File: src/rtl/id_operand_stage.sv
// id_operand_stage: decode/operand fetch with write-back bypass, load scoreboard stall, ID/EX register and saturating stall counter
module id_operand_stage #(
  parameter int DATA_WIDTH = 32,
  parameter int PC_WIDTH   = 32,
  parameter int CNT_WIDTH  = 32
) (
  input  logic                  clk,
  input  logic                  rst_n,
  input  logic                  if_valid,
  output logic                  if_ready,
  input  logic [31:0]           if_instr,
  input  logic [PC_WIDTH-1:0]   if_pc,
  input  logic                  flush,
  output logic [4:0]            rf_addr_rd1,
  output logic [4:0]            rf_addr_rd2,
  input  logic [DATA_WIDTH-1:0] rf_data_rd1,
  input  logic [DATA_WIDTH-1:0] rf_data_rd2,
  input  logic                  wb_wr_en,
  input  logic [4:0]            wb_addr,
  input  logic [DATA_WIDTH-1:0] wb_data,
  input  logic                  ex_ready,
  output logic                  ex_valid,
  output logic [PC_WIDTH-1:0]   ex_pc,
  output logic [31:0]           ex_instr,
  output logic [4:0]            ex_rs1,
  output logic [4:0]            ex_rs2,
  output logic [DATA_WIDTH-1:0] ex_rs1_data,
  output logic [DATA_WIDTH-1:0] ex_rs2_data,
  output logic [4:0]            ex_rd,
  output logic                  ex_is_load,
  output logic [CNT_WIDTH-1:0]  perf_stall_cnt
);
  localparam logic [6:0] OP_LUI = 7'b0110111, OP_AUIPC = 7'b0010111, OP_JAL = 7'b1101111;
  localparam logic [6:0] OP_R = 7'b0110011, OP_S = 7'b0100011, OP_B = 7'b1100011, OP_LOAD = 7'b0000011;
  logic                  ex_valid_q, ex_valid_d;
  logic [PC_WIDTH-1:0]   ex_pc_q, ex_pc_d;
  logic [31:0]           ex_instr_q, ex_instr_d;
  logic [4:0]            ex_rs1_q, ex_rs1_d, ex_rs2_q, ex_rs2_d, ex_rd_q, ex_rd_d;
  logic [DATA_WIDTH-1:0] ex_rs1_data_q, ex_rs1_data_d, ex_rs2_data_q, ex_rs2_data_d;
  logic                  ex_is_load_q, ex_is_load_d;
  logic [31:0]           busy_q, busy_d;
  logic [CNT_WIDTH-1:0]  cnt_q, cnt_d;
  logic [6:0]            opc;
  logic [4:0]            rs1, rs2;
  logic                  use_rs1, use_rs2, wb_hit1, wb_hit2, hzd, adv, accept, sb_set;
  logic [DATA_WIDTH-1:0] op1, op2;
  assign opc         = if_instr[6:0];
  assign rs1         = if_instr[19:15];
  assign rs2         = if_instr[24:20];
  assign rf_addr_rd1 = rs1;
  assign rf_addr_rd2 = rs2;
  assign use_rs1     = !(opc == OP_LUI || opc == OP_AUIPC || opc == OP_JAL);
  assign use_rs2     = opc == OP_R || opc == OP_S || opc == OP_B;
  assign wb_hit1     = wb_wr_en && wb_addr == rs1;
  assign wb_hit2     = wb_wr_en && wb_addr == rs2;
  // x0 reads as zero; a hit on a nonzero rsX implies wb_addr != 0
  assign op1         = rs1 == 5'd0 ? '0 : wb_hit1 ? wb_data : rf_data_rd1;
  assign op2         = rs2 == 5'd0 ? '0 : wb_hit2 ? wb_data : rf_data_rd2;
  assign hzd         = (use_rs1 && busy_q[rs1] && !wb_hit1) || (use_rs2 && busy_q[rs2] && !wb_hit2);
  assign adv         = !ex_valid_q || ex_ready;
  assign if_ready    = !flush && !hzd && adv;
  assign accept      = if_valid && if_ready;
  assign sb_set      = ex_valid_q && ex_ready && ex_is_load_q && ex_rd_q != 5'd0 && !flush;
  always_comb begin
    ex_valid_d    = flush ? 1'b0 : adv ? accept : ex_valid_q;
    ex_pc_d       = accept ? if_pc : ex_pc_q;
    ex_instr_d    = accept ? if_instr : ex_instr_q;
    ex_rs1_d      = accept ? rs1 : ex_rs1_q;
    ex_rs2_d      = accept ? rs2 : ex_rs2_q;
    ex_rd_d       = accept ? if_instr[11:7] : ex_rd_q;
    ex_is_load_d  = accept ? opc == OP_LOAD : ex_is_load_q;
    ex_rs1_data_d = accept ? op1 : (wb_wr_en && wb_addr != 5'd0 && wb_addr == ex_rs1_q) ? wb_data : ex_rs1_data_q;
    ex_rs2_data_d = accept ? op2 : (wb_wr_en && wb_addr != 5'd0 && wb_addr == ex_rs2_q) ? wb_data : ex_rs2_data_q;
    busy_d        = (busy_q & ~(32'(wb_wr_en) << wb_addr)) | (32'(sb_set) << ex_rd_q);
    cnt_d         = (if_valid && hzd && !flush && cnt_q != '1) ? cnt_q + CNT_WIDTH'(1) : cnt_q;
  end
  always_ff @(posedge clk or negedge rst_n) begin
    if (!rst_n) begin
      ex_valid_q    <= 1'b0;
      ex_pc_q       <= '0;
      ex_instr_q    <= '0;
      ex_rs1_q      <= '0;
      ex_rs2_q      <= '0;
      ex_rd_q       <= '0;
      ex_is_load_q  <= 1'b0;
      ex_rs1_data_q <= '0;
      ex_rs2_data_q <= '0;
      busy_q        <= '0;
      cnt_q         <= '0;
    end else begin
      ex_valid_q    <= ex_valid_d;
      ex_pc_q       <= ex_pc_d;
      ex_instr_q    <= ex_instr_d;
      ex_rs1_q      <= ex_rs1_d;
      ex_rs2_q      <= ex_rs2_d;
      ex_rd_q       <= ex_rd_d;
      ex_is_load_q  <= ex_is_load_d;
      ex_rs1_data_q <= ex_rs1_data_d;
      ex_rs2_data_q <= ex_rs2_data_d;
      busy_q        <= busy_d;
      cnt_q         <= cnt_d;
    end
  end
  assign ex_valid       = ex_valid_q;
  assign ex_pc          = ex_pc_q;
  assign ex_instr       = ex_instr_q;
  assign ex_rs1         = ex_rs1_q;
  assign ex_rs2         = ex_rs2_q;
  assign ex_rd          = ex_rd_q;
  assign ex_is_load     = ex_is_load_q;
  assign ex_rs1_data    = ex_rs1_data_q;
  assign ex_rs2_data    = ex_rs2_data_q;
  assign perf_stall_cnt = cnt_q;
endmodule

File: config.mk
export PLATFORM = sky130hd
export DESIGN_NAME = id_operand_stage
export DESIGN_NICKNAME = d
export VERILOG_FILES = /design/src/rtl/id_operand_stage.sv
export SDC_FILE = /design/constraint.sdc
export NUM_CORES = 1
export LEC_CHECK = 0
export CORE_ASPECT_RATIO = 1.5
export CORE_MARGIN = 2
export CORE_UTILIZATION = 47
export DETAILED_ROUTE_END_ITERATION = 7
export GPL_TIMING_DRIVEN = 0
export PLACE_DENSITY_LB_ADDON = 0.08
export SLEW_MARGIN = 10
export SYNTH_ARGS = -nofsm -noshare
export SYNTH_HDL_FRONTEND = slang
export SYNTH_SLANG_ARGS = --single-unit
export TNS_END_PERCENT = 1
File: constraint.sdc
create_clock -name clk -period 5.2 [get_ports clk]
set_input_delay 0.78 -clock clk [delete_from_list [all_inputs] [get_ports clk]]
set_output_delay 0.78 -clock clk [all_outputs]
set_load 0.02 [all_outputs]
==> results of run 1 <==
cell usage in the layout, fill, tap and decap left out, types with 3 or more instances in the layout:
master           netlist  routed
nand2_1              211     211
nand4_1               11      11
clkbuf_1              39      41
o21ai_0              102     102
or3b_2                 3       3
clkinvlp_4             0       3
buf_6                  5       5
nor2_1                14      14
clkbuf_16              0      17
nand3_1               21      21
mux4_2                11      11
xor2_1                23      23
nor3_1                 8       8
clkbuf_8               0       5
and4_1                 6       6
dfrtp_1              194     194
and2_1                 3       3
and3_1                12      12
buf_2                 17      17
clkdlybuf4s50_1        0     350
xnor2_1               27      27
o21ai_1               27      27
or3_1                 67      67
buf_1                  4       4
nand3b_1              13      13
buf_4                 26      26
a21oi_1                3       3
mux2i_1              143     143
inv_1                  4       4
nor4_1                 5       5
power groups by stage:
stage	Clock, mW	Combinational [mW]	Sequential (mW)
4_1_cts	1.33	1.58	1.91
6_report	1.31	1.57	1.91
3_3_place_gp	0	1.55	1.93
5_1_grt	1.39	1.67	1.94
2_1_floorplan	0	0.438	2.19
3_5_place_dp	0	1.57	1.94
kinds of logic (layout without fill, tap and decap cells):
logic type / Yosys count / after routing / share of synthesized area, %
other cells: 0 / 1 / 0
buf+inv: 97 / 481 / 5.14
simple gates: 389 / 389 / 18.7
xor+xnor: 50 / 50 / 4.30
compound gates: 140 / 140 / 7.33
mux: 156 / 156 / 16.7
fa+ha+maj: 1 / 1 / 0.123
flops: 194 / 194 / 47.7
routing by layer:
layer  GRT usage [%]  routed length, µm
met1            35.4              13100
met2            51.4              17500
met3            8.20               2780
met4            12.6               1180
met5               0                  0
stage by stage:
stage	area [µm²]	TNS [ps]	util, %	hold WS (ps)	cells
after detailed placement	14100	0	66.6	461	1648
after global routing	14700	0	69.3	215	1679
after CTS	14700	0	69.3	201	1679
final	14700	0	69.4	209	1680
after floorplan	10200	0	-	475	1027
after global placement	14000	-978750	66.3	457	1646
layout make-up:
cell class	instances	share of cell area [%]
sequential	194	33.1
tap	268	2.29
multi-input combinational	736	32.7
buffer	93	3.46
timing repair buffer	353	24.4
clock buffer	24	3.42
clock inverter	7	0.512
inverter	4	0.102
antenna	1	0.0171
how the worst max path moves through the flow:
stage               cells past startpoint                  to  slack [ps]
CTS                                     9            if_ready         550
finish                                  9            if_ready         570
global placement                        1  perf_stall_cnt[22]       -5060
floorplan                               8            if_ready        1560
global route                            9            if_ready         350
detailed placement                      9            if_ready         570
critical path, delay by kind of cell:
| family | cells | cell delay [ps] |
|---|---|---|
| multiplexers | 1 | 530 |
| buffers and inverters | 3 | 1570 |
| AO/OA/AOI/OAI | 3 | 770 |
| AND/OR/NAND/NOR | 2 | 200 |
registers in the layout (all words and copies together), names as in the netlist:
name	flops
busy_q	32
ex_pc	32
ex_rs1_data	32
ex_rs2_data	32
perf_stall_cnt	32
ex_instr	24
ex_rd	4
ex_rs1	4
ex_is_load	1
ex_valid	1
==> impl_metrics.yaml, run 1 <==
outcome:
  outcome: "completed"
floorplanning:
  die_w_um: 124
  die_h_um: 184
  start_util_pct: 48.1
  fp-row-count: 65
  coreArea_um2: 21100
  floorplan.die_area_um2: 22900
  io_pins: 359
synthesis:
  synth_fp_nets: 1199
  yosysTopAreaCell: "dfrtp_1"
  synth.most_common_cell: "nand2_1"
  synth_cell_types: 48
  synth-seq-cells: 194
  synthArstFlopShare_pct: 100
  synth_common_cells: "nand2_1, dfrtp_1, mux2i_1, o21ai_0, or3_1"
  ys_seq_area_share_pct: 47.7
  synth_top_cell_area_share_pct: 47.7
  synth_edf_count: 0
  synth_ff_type: "dfrtp_1"
  syn-cell-area_um2: 10200
  ys_warn_count: 0
  syn_inst: 1027
  synth.avg_cell_area_um2: 9.91
  ys_top_cells_by_area: "dfrtp_1, mux2i_1, nand2_1"
critical_path:
  r2r-end: "ex_instr[20]"
  crit_path_top_delay_cell: "clkdlybuf4s50_1"
  arrival_ps: 3850
  crit_path_start: "if_instr[20]"
  max_stage_delay_ps: 630
  r2r_cells: 9
  reg2reg_from: "busy_q[14]"
  cp-end-kind: "output pin"
  crit_required_ps: 4420
  rrSetupSlack_ps: 1870
  critPathKind: "in2out"
  worst-path-max-fanout: 10
  start_kind: "input pin"
  cp_cell_sequence: "clkdlybuf4s50_1 -> buf_2 -> mux4_2 -> a21oi_1 -> o2111ai_1 -> a32oi_4 -> nand2_1 -> nor2_1 -> clkdlybuf4s50_1"
  cp_common_cell: "clkdlybuf4s50_1"
route:
  vias: 9207
  wire_per_inst_um: 20.6
  drt-initial-drc-count: 613
  wirelength_mm: 34.6
  vias_per_cell: 5.48
  first_pass_iters: 5
  antenna_left: 0
  route.detailed.drc: 0
global_routing:
  grt_first_pass_wirelength_mm: 52.2
  antenna_found_initial: 0
  grt_max_degree: 83
  grt-ovfl-total: 0
  grt_use_total_pct: 30.2
  grt_pass1_vias: 9078
pwr:
  power.leakage_nw: 6.05
  total_power_mw: 4.79
  intPower_mw: 3.22
  p_sw_mw: 1.57
  power.density_nw_per_um2: 327
  seq_power_share_pct: 39.9
  clkPwrFrac_pct: 27.3
  irDropWorstVdd_uv: 234
  switching_share_pct: 32.7
  combPwrFrac_pct: 32.8
timing:
  max_slew_margin_pct: 19.5
  rsz0062_at_grt: "no"
  finalWorstPathRequiredPeriod_ps: 4630
  finalHoldViolCount: 0
  fin_skew_ps: 11.2
  finalCritPeriodShare_pct: 89.0
  setup_violations: 0
  finalMaxSlewViolations: 0
  tightest_slew_ps: 1200
  fmax_mhz: 216
  setup_ws_ps: 569
worst_hold_path:
  hold_path.class: "in2async"
final_layout:
  final-seq-area_um2: 4850
  syn2layout_area_growth_pct: 44.1
  drive_above_1_share_pct: 7.37
  fillers: 1697
  multi_input_area_um2: 4800
  fin_nets: 1571
cts:
  path_clk_slew_ps: 70
  cts_resized: 0
  postCtsHoldBufs: 0
  numCtsBuffers: 17
  cts.htree.levels: 4
  cts_sinks: 194
  postCtsSetupBuffers: 0
  cts_tree: "done"
  root_buffer: "clkbuf_16"
  worstSkewPairLatency_ps: 440
  clock_path_buffers: 2
place:
  gp_congestion: 0.905
  dp_hpwl_mm: 25.8
  dp_worst_setup_slack_ps: 565
  port_buffers: 351
flow_run:
  maxCapViolations: 0
No activity file was read; power rests on OpenSTA's default activity.
==> inputs of run 2 (changes only) <==
--- a/config.mk
+++ b/config.mk
@@ -9,7 +9,6 @@
 export CORE_MARGIN = 2
 export CORE_UTILIZATION = 47
 export DETAILED_ROUTE_END_ITERATION = 7
-export GPL_TIMING_DRIVEN = 0
 export PLACE_DENSITY_LB_ADDON = 0.08
 export SLEW_MARGIN = 10
 export SYNTH_ARGS = -nofsm -noshare
==> impl_metrics.yaml, run 2 (synthesis gave the netlist of run 1 again) <==
outcome:
  outcome: "completed"
cts:
  clock_path_buffers: 2
  root_buffer: "clkbuf_16"
  worstSkewPairLatency_ps: 440
  path_clk_slew_ps: 70
  cts_tree: "done"
  cts_sinks: 194
  postCtsHoldBufs: 0
  cts.htree.levels: 4
  postCtsSetupBuffers: 0
  cts_resized: 0
  numCtsBuffers: 17
route:
  wirelength_mm: 32.8
  drt-initial-drc-count: 531
  route.detailed.drc: 0
  vias: 8820
  wire_per_inst_um: 20.4
  vias_per_cell: 5.47
  antenna_left: 0
  first_pass_iters: 4
floorplanning:
  coreArea_um2: 21100
  start_util_pct: 48.1
  floorplan.die_area_um2: 22900
  io_pins: 359
  fp-row-count: 65
  die_h_um: 184
  die_w_um: 124
final_layout:
  fin_nets: 1502
  final_common_cell: "clkdlybuf4s50_1"
  design_area_um2: 14400
  syn2layout_area_growth_pct: 41.2
  fin_util_pct: 68.0
  final-seq-area_um2: 4850
  fillers: 1762
  multi_input_area_um2: 4840
  final_cell_mix: "clkdlybuf4s50_1, nand2_1, dfrtp_1"
  drive_above_1_share_pct: 5.96
place:
  dp_hpwl_mm: 23.1
  gp_congestion: 0.871
  dpl_cell_area_um2: 13800
  port_buffers: 358
  dp_worst_setup_slack_ps: 683
timing:
  finalHoldViolCount: 0
  fin_skew_ps: 12.1
  whs_ps: 431
  rsz0062_at_grt: "no"
  max_slew_margin_pct: 39.8
  setup_ws_ps: 692
  finalMaxSlewViolations: 0
  tightest_slew_ps: 903
  fmax_mhz: 222
  finalWorstPathRequiredPeriod_ps: 4510
  setup_tns_ps: 0
  setup_violations: 0
  finalCritPeriodShare_pct: 86.7
critical_path:
  crit_family: "buffers and inverters"
  max_stage_delay_ps: 650
  path_depth: 10
  cp_common_cell: "clkdlybuf4s50_1"
  crit_path_top_delay_cell: "clkdlybuf4s50_1"
  r2r_cells: 9
  start_kind: "input pin"
  cp_cell_sequence: "clkdlybuf4s50_1 -> buf_4 -> mux2i_1 -> or4b_2 -> o21ai_0 -> or4_4 -> a32oi_4 -> nand2_1 -> nor2_1 -> clkdlybuf4s50_1"
  critPathKind: "in2out"
  worst-path-max-fanout: 13
  arrival_ps: 3730
  crit_required_ps: 4420
  crit_buf_inv: 3
  cp-end-kind: "output pin"
  rrSetupSlack_ps: 1860
worst_hold_path:
  hold_path.class: "in2async"
global_routing:
  antenna_found_initial: 1
  grt_use_total_pct: 28.7
  grt_max_degree: 106
  grt_first_pass_wirelength_mm: 50.2
  grt-ovfl-total: 0
  grt_pass1_vias: 8733
pwr:
  power.leakage_nw: 5.88
  power.density_nw_per_um2: 326
  irDropWorstVdd_uv: 224
flow_run:
  maxCapViolations: 0
## run 2: cell types whose count changed in the layout (fill, tap and decap cells not counted), sizes merged
cell	before	now
clkbuf	65	24
buf	55	19
clkdlybuf4s50	350	357
clkinv	3	6
bufinv	1	0
clkinvlp	3	2
## run 2: path summary, 6_finish.rpt
check,startpoint,endpoint
min in group clk,ex_pc[21],ex_pc[21]
max,if_instr[16],if_ready
max reg2reg,busy_q[14],ex_rs1_data[24]
min reg2reg,ex_pc[21],ex_pc[21]
min,rst_n,ex_rs2_data[19]
max in group asynchronous,rst_n,ex_instr[20]
## run 2: through the flow
stage | instances | power (mW)
floorplan | 1027 | 2.63
detailed placement | 1579 | 3.45
global route | 1611 | 4.90
finish | 1611 | 4.68
CTS | 1610 | 4.72
global placement | 1579 | 3.43
## run 2: per-layer routing
layer | part of all wire (%) | global-route usage [%] | vias to the layer above
met5 | 0 | 0 | -
met3 | 8.0 | 7.46 | 59
li1 | - | - | 4148
met2 | 50 | 47.5 | 305
met1 | 39 | 35.7 | 4308
met4 | 3.3 | 10.9 | 0
## run 2: power by group
| group | leakage [nW] | switching [mW] | total (mW) | internal [mW] |
|---|---|---|---|---|
| logic | 3.11 | 0.780 | 1.51 | 0.731 |
| clock network | 0.277 | 0.575 | 1.26 | 0.685 |
| registers | 2.49 | 0.173 | 1.91 | 1.74 |
## run 2: cell type report
type | instances | area share, %
sequential | 194 | 33.8
multi-input combinational | 736 | 33.7
timing repair buffer | 377 | 26.2
clock buffer | 23 | 3.53
tap | 268 | 2.33
clock inverter | 8 | 0.366
inverter | 4 | 0.104
antenna | 1 | 0.0174
==> inputs of run 3 (changes only) <==
--- a/config.mk
+++ b/config.mk
@@ -14,4 +14,4 @@
 export SYNTH_ARGS = -nofsm -noshare
 export SYNTH_HDL_FRONTEND = slang
 export SYNTH_SLANG_ARGS = --single-unit
-export TNS_END_PERCENT = 1
+export TNS_END_PERCENT = 50
==> results of run 3 <==
No change in the layout: final DEF, timing and power equal those of run 2.
